$ cat src/rtl/vga_sync_gen.sv
// VGA 640x480@60 timing generator: pixel-tick divider, h/v scan counters,
// zero-skew registered syncs and a one-clk frame-start pulse.
module vga_sync_gen #(
    parameter int unsigned CLK_DIV = 4,
    parameter int unsigned HD      = 640,
    parameter int unsigned HF      = 16,
    parameter int unsigned HR      = 96,
    parameter int unsigned HB      = 48,
    parameter int unsigned VD      = 480,
    parameter int unsigned VF      = 10,
    parameter int unsigned VR      = 2,
    parameter int unsigned VB      = 33
) (
    input  logic       clk,
    input  logic       reset,
    output logic       hsync,
    output logic       vsync,
    output logic       video_on,
    output logic       p_tick,
    output logic [9:0] pixel_x,
    output logic [9:0] pixel_y,
    output logic       frame_start
);

    localparam int unsigned CW    = 10;
    localparam int unsigned DIV_W = (CLK_DIV > 1) ? $clog2(CLK_DIV) : 1;

    localparam logic [DIV_W-1:0] DIV_MAX  = DIV_W'(CLK_DIV - 1);
    localparam logic [CW-1:0]    H_END    = CW'(HD + HF + HR + HB - 1);
    localparam logic [CW-1:0]    V_END    = CW'(VD + VF + VR + VB - 1);
    localparam logic [CW-1:0]    H_DISP   = CW'(HD);
    localparam logic [CW-1:0]    V_DISP   = CW'(VD);
    localparam logic [CW-1:0]    H_SYNC_S = CW'(HD + HF);
    localparam logic [CW-1:0]    H_SYNC_E = CW'(HD + HF + HR - 1);
    localparam logic [CW-1:0]    V_SYNC_S = CW'(VD + VF);
    localparam logic [CW-1:0]    V_SYNC_E = CW'(VD + VF + VR - 1);

    logic [DIV_W-1:0] div_q, div_d;
    logic [CW-1:0]    h_q, h_d, v_q, v_d;
    logic             h_wrap, v_wrap;
    logic             hsync_d, vsync_d, frame_start_d;

    // Tick and video window decode straight from the registered state
    assign p_tick   = (div_q == DIV_MAX);
    assign video_on = (h_q < H_DISP) && (v_q < V_DISP);
    assign pixel_x  = h_q;
    assign pixel_y  = v_q;

    // Next-state: ">=" so any out-of-range count wraps to 0 on its next advance
    always_comb begin
        div_d         = (div_q >= DIV_MAX) ? '0 : div_q + DIV_W'(1);
        h_d           = h_q;
        v_d           = v_q;
        frame_start_d = 1'b0;
        h_wrap        = (h_q >= H_END);
        v_wrap        = (v_q >= V_END);
        if (p_tick) begin
            h_d = h_wrap ? '0 : h_q + CW'(1);
            if (h_wrap) begin
                v_d           = v_wrap ? '0 : v_q + CW'(1);
                frame_start_d = v_wrap;
            end
        end
        // Syncs decoded from next-state counts so they move with pixel_x/pixel_y
        hsync_d = !((h_d >= H_SYNC_S) && (h_d <= H_SYNC_E));
        vsync_d = !((v_d >= V_SYNC_S) && (v_d <= V_SYNC_E));
    end

    always_ff @(posedge clk or negedge reset) begin
        if (!reset) begin
            div_q       <= '0;
            h_q         <= '0;
            v_q         <= '0;
            hsync       <= 1'b1;
            vsync       <= 1'b1;
            frame_start <= 1'b0;
        end else begin
            div_q       <= div_d;
            h_q         <= h_d;
            v_q         <= v_d;
            hsync       <= hsync_d;
            vsync       <= vsync_d;
            frame_start <= frame_start_d;
        end
    end

endmodule

$ cat config.mk
export PLATFORM = sky130hd
export DESIGN_NAME = vga_sync_gen
export DESIGN_NICKNAME = d
export VERILOG_FILES = /design/src/rtl/vga_sync_gen.sv
export SDC_FILE = /design/constraint.sdc
export NUM_CORES = 1
export LEC_CHECK = 0
export BUFFER_PORTS_ARGS = -buffer_cell sky130_fd_sc_hd__buf_2
export CORE_MARGIN = 2
export CORE_UTILIZATION = 50
export DETAILED_ROUTE_END_ITERATION = 7
export HOLD_SLACK_MARGIN = 0.06
export PLACE_DENSITY = 0.78
export SYNTH_ARGS = -nofsm -noshare
export SYNTH_HDL_FRONTEND = slang
export SYNTH_SLANG_ARGS = --single-unit
$ cat constraint.sdc
create_clock -name clk -period 4.1 [get_ports clk]
set_input_delay 0.41 -clock clk [delete_from_list [all_inputs] [get_ports clk]]
set_output_delay 0.41 -clock clk [all_outputs]
set_load 0.005 [all_outputs]
# Word-level counts from Yosys, hierarchy flattened
# Cells that the tools add are included.
# word_totals
input_bits	2
elab_cells	32
reg_bits	25
# classes
add_sub_neg	3
eq_ne	1
n_mux	8
n_reduce_logical	5
magnitude_cmp	9
# op_table
cell	n
2-to-1 mux 10 bit	5
>= comparator 10 bit (second input constant)	3
adder 10 x 1 -> 10 bit (second input constant)	2
>= comparator 10 x 9 -> 1 bit (second input constant)	1
less-or-equal comparator 10 bit (second input constant)	1
less-or-equal comparator 10 x 9 -> 1 bit (second input constant)	1
< comparator 10 bit (second input constant)	1
< comparator 10 x 9 -> 1 bit (second input constant)	1
logical AND 1 bit	3
adder 2 x 1 -> 2 bit (second input constant)	1
== test 2 bit (second input constant)	1
>= comparator 2 bit (second input constant)	1
zero test 1 bit	2
2-to-1 mux 1 bit	2
2-to-1 mux 2 bit	1

# Logic depth before layout (Yosys ltp)
# Gate-level depths: netlist (run 1).
# depth
ltp_word	7
ltp_mapped	7
depth_no_buf	6

# Worst setup path before layout (run 1)
# No wires, ideal clock.
# synth_path
kind	register -> register
startpoint	reg div_q[0]
endpoint	reg vsync
slack_ps	2260
period_less_slack_ps	1840
arrival_time_ps	1744
path_stages_with_launch	8
path_buffers	1
cell_sequence	dfrtp_1 ha_1 buf_6 and3_4 o41ai_4 or4_4 a21oi_2 o2111ai_1
# synth_between
elab_chain_cells	5
elab_cells_between_ends	6
# synth_lines
element	line_no	rtl
start: declaration	38	logic [DIV_W-1:0] div_q, div_d;
start signal: assignment	78	div_q <= div_d;
== test 2 bit (*)	44	assign p_tick = (div_q == DIV_MAX);
via p_tick	19	output logic p_tick,
2-to-1 mux 10 bit (*)	57	if (p_tick) begin
via v_d[6]	39	logic [CW-1:0] h_q, h_d, v_q, v_d;
>= comparator 10 x 9 -> 1 bit or less-or-equal comparator 10 x 9 -> 1 bit (tied branches)	66	vsync_d = !((v_d >= V_SYNC_S) && (v_d <= V_SYNC_E));
logical AND 1 bit (*)	66	
zero test 1 bit (*)	66	
via vsync_d	41	logic hsync_d, vsync_d, frame_start_d;
end signal: assignment	82	vsync <= vsync_d;
end: declaration	17	output logic vsync,
# The timed path passes the listed nets; every way through them passes the cells marked *.

# Worst setup path in the final report (run 1)
# layout_path
startpoint	reg h_q[0], in the netlist pixel_x[0]
endpoint	reg vsync
# layout_between
elab_chain_cells	6
elab_cells_between_ends	7
# layout_lines
element	line_no	rtl
start: declaration	39	
start signal: assignment	72	h_q <= '0;
start signal: assignment	79	h_q <= h_d;
>= comparator 10 bit (*)	55	h_wrap = (h_q >= H_END);
2-to-1 mux 10 bit (*)	59	if (h_wrap) begin
2-to-1 mux 10 bit (*)	57	
via v_d[6]	39	
>= comparator 10 x 9 -> 1 bit or less-or-equal comparator 10 x 9 -> 1 bit (tied branches)	66	
logical AND 1 bit (*)	66	
zero test 1 bit (*)	66	
via vsync_d	41	
# Marks and branches as above.

==> impl_metrics.yaml, run 1 <==
status:
  status: "complete, no violations"
synthesis:
  synth_top_cell_area_share: 0.432
  syn-instance-count: 134
  yosys-top-cells-area: "dfrtp_1 43%, nor2_1 5.9%, dfstp_2 3.9%, xnor2_1 3.9%, xor2_1 3.9%"
  synth_edf_count: 0
  synth_fp_nets: 140
  synth-seq-cells: 25
  syn_area_mm2: 0.00133
  yosys.cell_types.count: 36
  syn_avg_cell_area_um2: 9.94
  synth_area_leader_cell: "dfrtp_1"
  synth-async-reset-ratio: 1.00
  yosysWarningCount: 0
  synth_top_flop_cell: "dfrtp_1"
  seq_area_frac_synth: 0.471
global_route:
  grt_pass1_wl_um: 4650
  grt.total_usage: 0.186
  antenna_found_initial: 0
  overflow: 0
  grt_max_degree: 26
  grt_pass1_vias: 1044
die:
  core_area_mm2: 0.00250
  dieHeight_um: 55.6
  rows: 18
  ios: 27
  die-area_mm2: 0.00309
  initial_utilization: 0.533
  die-width_um: 55.6
cells_and_area:
  fin_util: 0.594
  fillers: 208
  multiInputGateArea_um2: 656
  final-seq-area_um2: 628
  fin_nets: 165
  diodes: 0
  layout-drive-gt1-share: 0.234
  syn_to_final_growth_pct: 11.5
worst_setup_path:
  start_kind: "register"
  ff2ff_setup_slack_ns: 1.97
  required_ns: 4.33
  slowest_delay_ns: 0.46
  cp_max_fo: 11
  critPathKind: "register to register"
  r2r_start: "pixel_x[0]"
  path_delay_family: "compound AO/OA/AOI/OAI gates"
  timing.rr.end: "vsync"
  critPathCaptureType: "register"
  reg2reg_depth: 6
  worst-path-buf-inv: 0
  crit_path_cell_trace: "ha_1, and4_4, o41ai_4, nor2_1, a21oi_2, o2111ai_1"
  cp_slowest_cell: "o41ai_4"
  worstPathArrival_ns: 2.36
power_and_ir_drop:
  peakVddDrop_uv: 148
  p_total_mw: 0.360
  leakage_nw: 0.683
  powerDensity_mw_per_mm2: 242
sta:
  postLayoutSetupSlackWorst_ns: 1.97
  fin_crit_ns: 2.13
  timing.fmax_mhz: 469
  setup_violations: 0
  min_period_over_period: 0.520
  tns_ns: 0
  skew_ns: 0.00143
  slew_headroom: 0.506
  tightest_slew_ns: 0.738
  rsz0062_at_grt: "no"
  hold_viol: 0
  final_max_slew_viol_count: 0
  hold_ws_ns: 0.0567
min_path:
  hp-class: "primary input to asynchronous set/reset pin"
clock_tree:
  cts_resized: 0
  clkTransAtPathRegs_ns: 0.13
  clkSinkCount: 25
  clk_latency_ns: 0.31
  cts-buffers-inserted: 3
  postCtsHoldBufs: 0
  root_buffer: "clkbuf_4"
  h-tree-depth: 1
  clock_path_buffers: 2
  cts_setup_buffers: 0
  cts_tree: "done"
detailed_routing:
  vias_per_cell: 5.85
  ant_nets: 0
  drt-initial-drc-count: 24
  via_count: 1100
  wl_per_cell_um: 14.8
  firstDrtPassIters: 4
  drc: 0
  drt-total-wl_um: 2770
placed_design:
  io_buffers: 26
  place_ws_ns: 1.99
  routabilityCongestion: 0.882
  place_hpwl_um: 1970
run:
  cap_violations: 0
## synth_stat cells (all sizes together) (2+ instances only)
library cell	instances
dfrtp	23
nor2	21
nand2	10
a21oi	8
o21ai	7
nand3	6
xnor2	6
xor2	6
nand4	5
ha	4
buf	3
clkbuf	3
mux2i	3
nor4	3
or3	3
and3	2
dfstp	2
inv	2
nor3	2
o31ai	2
o41ai	2
## where the power goes
group	switching (mW)	internal [mW]	leakage (nW)	total [mW]
Sequential	0	0.247	0.328	0.247
Clock	0.0702	0.0380	0.0150	0.108
Combinational	0.00447	0.000340	0.340	0.00481
## placed cells by master, fill, tap and decap left out, drive strengths merged
master,Yosys,layout
o41ai,2,2
o31ai,2,2
buf,3,26
a21oi,8,8
inv,2,2
mux2i,3,3
o2111ai,1,1
xor2,6,6
o41a,1,1
a211oi,1,1
o21ai,7,7
a41oi,1,1
and4,1,1
nor3b,1,1
or2b,1,1
nor3,2,2
a211o,1,1
dfrtp,23,23
dfstp,2,2
or4,1,1
xnor2,6,6
nand4,5,5
nand3b,1,1
clkbuf,3,4
or3,3,3
a31oi,1,1
ha,4,4
and3,2,2
nor4,3,3
nand3,6,6
nor2,21,21
nand2,10,10
## metrics by stage
stage	cells	instance area [um^2]
floorplan	134	1330
global route	188	1490
global placement	184	1460
detailed placement	184	1460
finish	188	1490
CTS	188	1490
## cell families (layout without fill, tap and decap cells)
kind of cell             after synthesis  in the layout  share of synthesized area
AO/OA/AOI/OAI                         25             25                      0.137
adder cells (fa/ha/maj)                4              4                     0.0376
AND/OR/NAND/NOR                       57             57                      0.216
multiplexers                           3              3                     0.0225
flip-flops                            25             25                      0.471
buffers and inverters                  8             32                     0.0366
XOR/XNOR                              12             12                     0.0789
## metal layers
metal / track usage / vias up / routed length [um]
met2: 0.291 / 30 / 1280
met3: 0.0256 / 5 / 137
met5: 0 / - / 0
met4: 0.0767 / 0 / 44
li1: - / 533 / -
met1: 0.259 / 532 / 1310
## worst reg2reg max path, stage by stage (launching register included)
cell       delay (ns)
dfrtp_1          0.44
ha_1             0.26
and4_4           0.22
o41ai_4          0.46
nor2_1           0.33
a21oi_2          0.20
o2111ai_1        0.14
## flip-flops by register name (all words and copies together) (netlist names)
| signal | cells |
|---|---|
| hsync | 1 |
| div_q | 2 |
| pixel_x | 10 |
| pixel_y | 10 |
| vsync | 1 |
| frame_start | 1 |
## layout make-up
type                    instances  area share
flip-flops and latches         25       0.423
repair buffers                 26      0.0876
inverters                       2     0.00505
well taps                      30      0.0253
multi-input cells             101       0.441
clock buffers                   4      0.0177
## how the worst max path moves through the flow
stage / startpoint / end / slack [ns] / cells past startpoint
after floorplan: div_q[0] / vsync / 2.26 / 7
after global placement: pixel_x[0] / vsync / 2.10 / 6
after detailed placement: pixel_x[0] / vsync / 1.99 / 6
after CTS: pixel_x[0] / vsync / 1.98 / 6
after global routing: pixel_x[0] / vsync / 1.80 / 6
final: pixel_x[0] / vsync / 1.97 / 6
Power figures use the tool's default switching activity.
==> run 2: changes to the inputs <==
--- a/config.mk
+++ b/config.mk
@@ -7,7 +7,7 @@
 export LEC_CHECK = 0
 export BUFFER_PORTS_ARGS = -buffer_cell sky130_fd_sc_hd__buf_2
 export CORE_MARGIN = 2
-export CORE_UTILIZATION = 50
+export CORE_UTILIZATION = 48
 export DETAILED_ROUTE_END_ITERATION = 7
 export HOLD_SLACK_MARGIN = 0.06
 export PLACE_DENSITY = 0.78
==> constraint.sdc (replaced) <==
create_clock -name clk -period 1.8 [get_ports clk]
set_input_delay 0.18 -clock clk [delete_from_list [all_inputs] [get_ports clk]]
set_output_delay 0.18 -clock clk [all_outputs]
set_load 0.005 [all_outputs]
==> run 2 against run 1 <==
Effect of this change:
- the run now ends with setup timing left
- non-clock buffer count is 24 higher
- register-to-register slack worse by 2.0 ns
- hold slack better by 0.32 ns
- sequential share of layout area is 6.6 points lower
==> impl_metrics.yaml, run 2 (same netlist as run 1, synthesis figures left out) <==
die:
  dieHeight_um: 56.7
  die-width_um: 56.7
  initial_utilization: 0.496
  core_area_mm2: 0.00269
  die-area_mm2: 0.00321
  ios: 27
  rows: 19
detailed_routing:
  drc: 0
  via_count: 1220
  firstDrtPassIters: 4
  vias_per_cell: 5.70
  ant_nets: 0
  wl_per_cell_um: 15.1
  drt-initial-drc-count: 53
  drt-total-wl_um: 3240
clock_tree:
  cts_tree: "done"
  h-tree-depth: 1
  clkTransAtPathRegs_ns: 0.13
  clk_latency_ns: 0.31
  clock_path_buffers: 2
  cts-buffers-inserted: 3
  clkSinkCount: 25
  root_buffer: "clkbuf_4"
min_path:
  hp-class: "primary input to asynchronous set/reset pin"
sta:
  rsz0062_at_grt: "yes"
  setup_violations: 1
  timing.fmax_mhz: 544
  slew_headroom: 0.636
  postLayoutSetupSlackWorst_ns: -0.0373
  fin_crit_ns: 1.84
  hold_viol: 0
  skew_ns: 0.00964
  tightest_slew_ns: 0.546
  final_max_slew_viol_count: 0
  hold_ws_ns: 0.374
  min_period_over_period: 1.02
worst_setup_path:
  cp_max_fo: 4
  worstPathArrival_ns: 2.05
  slowest_delay_ns: 0.48
  reg2reg_depth: 6
  crit_path_cell_trace: "ha_2, and4_4, o41ai_2, a21oi_1, o21ai_0, o2111ai_2"
  critPathKind: "register to register"
  critPathCaptureType: "register"
  cp_slowest_cell: "o41ai_2"
  required_ns: 2.01
  start_kind: "register"
cells_and_area:
  final_common_cell: "buf_2"
  stdcell_count: 214
  fin_nets: 190
  layout-drive-gt1-share: 0.383
  syn_to_final_growth_pct: 31.9
  fillers: 203
  final_cell_mix: "26 x buf_2, 23 x dfrtp_1, 23 x buf_4"
  diodes: 0
  fin_util: 0.654
placed_design:
  io_buffers: 26
  routabilityCongestion: 0.855
  place_inst: 202
  place_hpwl_um: 2250
global_route:
  overflow: 0
  met2_usage: 0.337
  grt_max_degree: 26
  met1_usage: 0.285
  use_met3: 0.0346
  grt.total_usage: 0.208
  top_usage_layer: "met2"
  grt_pass1_wl_um: 5200
  antenna_found_initial: 0
  grt_pass1_vias: 1108
run:
  cap_violations: 0
status:
  status: "finished with violations"
  failed_checks: "setup timing"
power_and_ir_drop:
  power_frac_seq: 0.689
  p_sw_frac: 0.203
  powerDensity_mw_per_mm2: 464
  internal_power_mw: 0.650
  pwr-share-comb: 0.016
  clockPowerShare: 0.296
  leakage_nw: 0.805
  peakVddDrop_uv: 374
  switchingPower_mw: 0.165
## run 2: cell count changes in the layout (fill, tap and decap cells not counted), sizes merged
cell and delta:
buf +23, dlygate4sd3 +1, o41ai +1
## run 2: per-layer routing
metal,vias to the layer above,wire length [um]
met5,-,0
met4,0,17
met3,2,90
met2,27,1640
met1,607,1490
li1,584,-
## run 2: through the flow
stage | worst slack, ns | setup TNS [ns] | area [um^2] | power (mW)
5_1_grt | -0.0867 | -0.181 | 1760 | 0.856
3_3_place_gp | 0.0298 | 0 | 1590 | 0.584
4_1_cts | -0.00400 | -0.00622 | 1690 | 0.826
3_5_place_dp | -0.0497 | -0.0617 | 1590 | 0.584
2_1_floorplan | 0.0357 | 0 | 1340 | 0.572
6_report | -0.0373 | -0.0373 | 1760 | 0.816
## run 2: critical path, delay by kind of cell (launching register included)
kind | cells | cell delay, ns
adder cells (fa/ha/maj) | 1 | 0.20
flip-flops | 1 | 0.42
AO/OA/AOI/OAI | 4 | 0.93
AND/OR/NAND/NOR | 1 | 0.19
## run 2: worst paths after layout
path                       slack, ns         end  startpoint
min                             0.37  pixel_x[9]       reset
min in group clk                0.57    div_q[1]    div_q[1]
min reg2reg                     0.57    div_q[1]    div_q[1]
max in group asynchronous       1.05       vsync       reset
max reg2reg                    -0.04       vsync  pixel_x[0]
max                            -0.04       vsync  pixel_x[0]
## run 2: layout make-up
type                    count  area [um^2]  share of cell area
multi-input cells         102          744               0.423
flip-flops and latches     25          628               0.357
repair buffers             50          313               0.178
well taps                  31         38.8              0.0221
clock buffers               4         26.3              0.0149
inverters                   2         7.51             0.00427
## run 2: power groups by stage
stage	sequential [mW]	combinational, mW	clock (mW)
6_report	0.562	0.0127	0.241
5_1_grt	0.562	0.0157	0.278
4_1_cts	0.562	0.0136	0.251
3_5_place_dp	0.572	0.0120	0
3_3_place_gp	0.572	0.0118	0
2_1_floorplan	0.572	0.000000230	0
## run 2: what timing repair did
item,4_1_cts,5_1_grt
hold endpoints to repair,23,0
gates resized for setup,5,7
setup endpoints to repair,11,11
hold buffers,1,0
pin swaps,2,7
cloned,1,0
buffers inserted,2,5
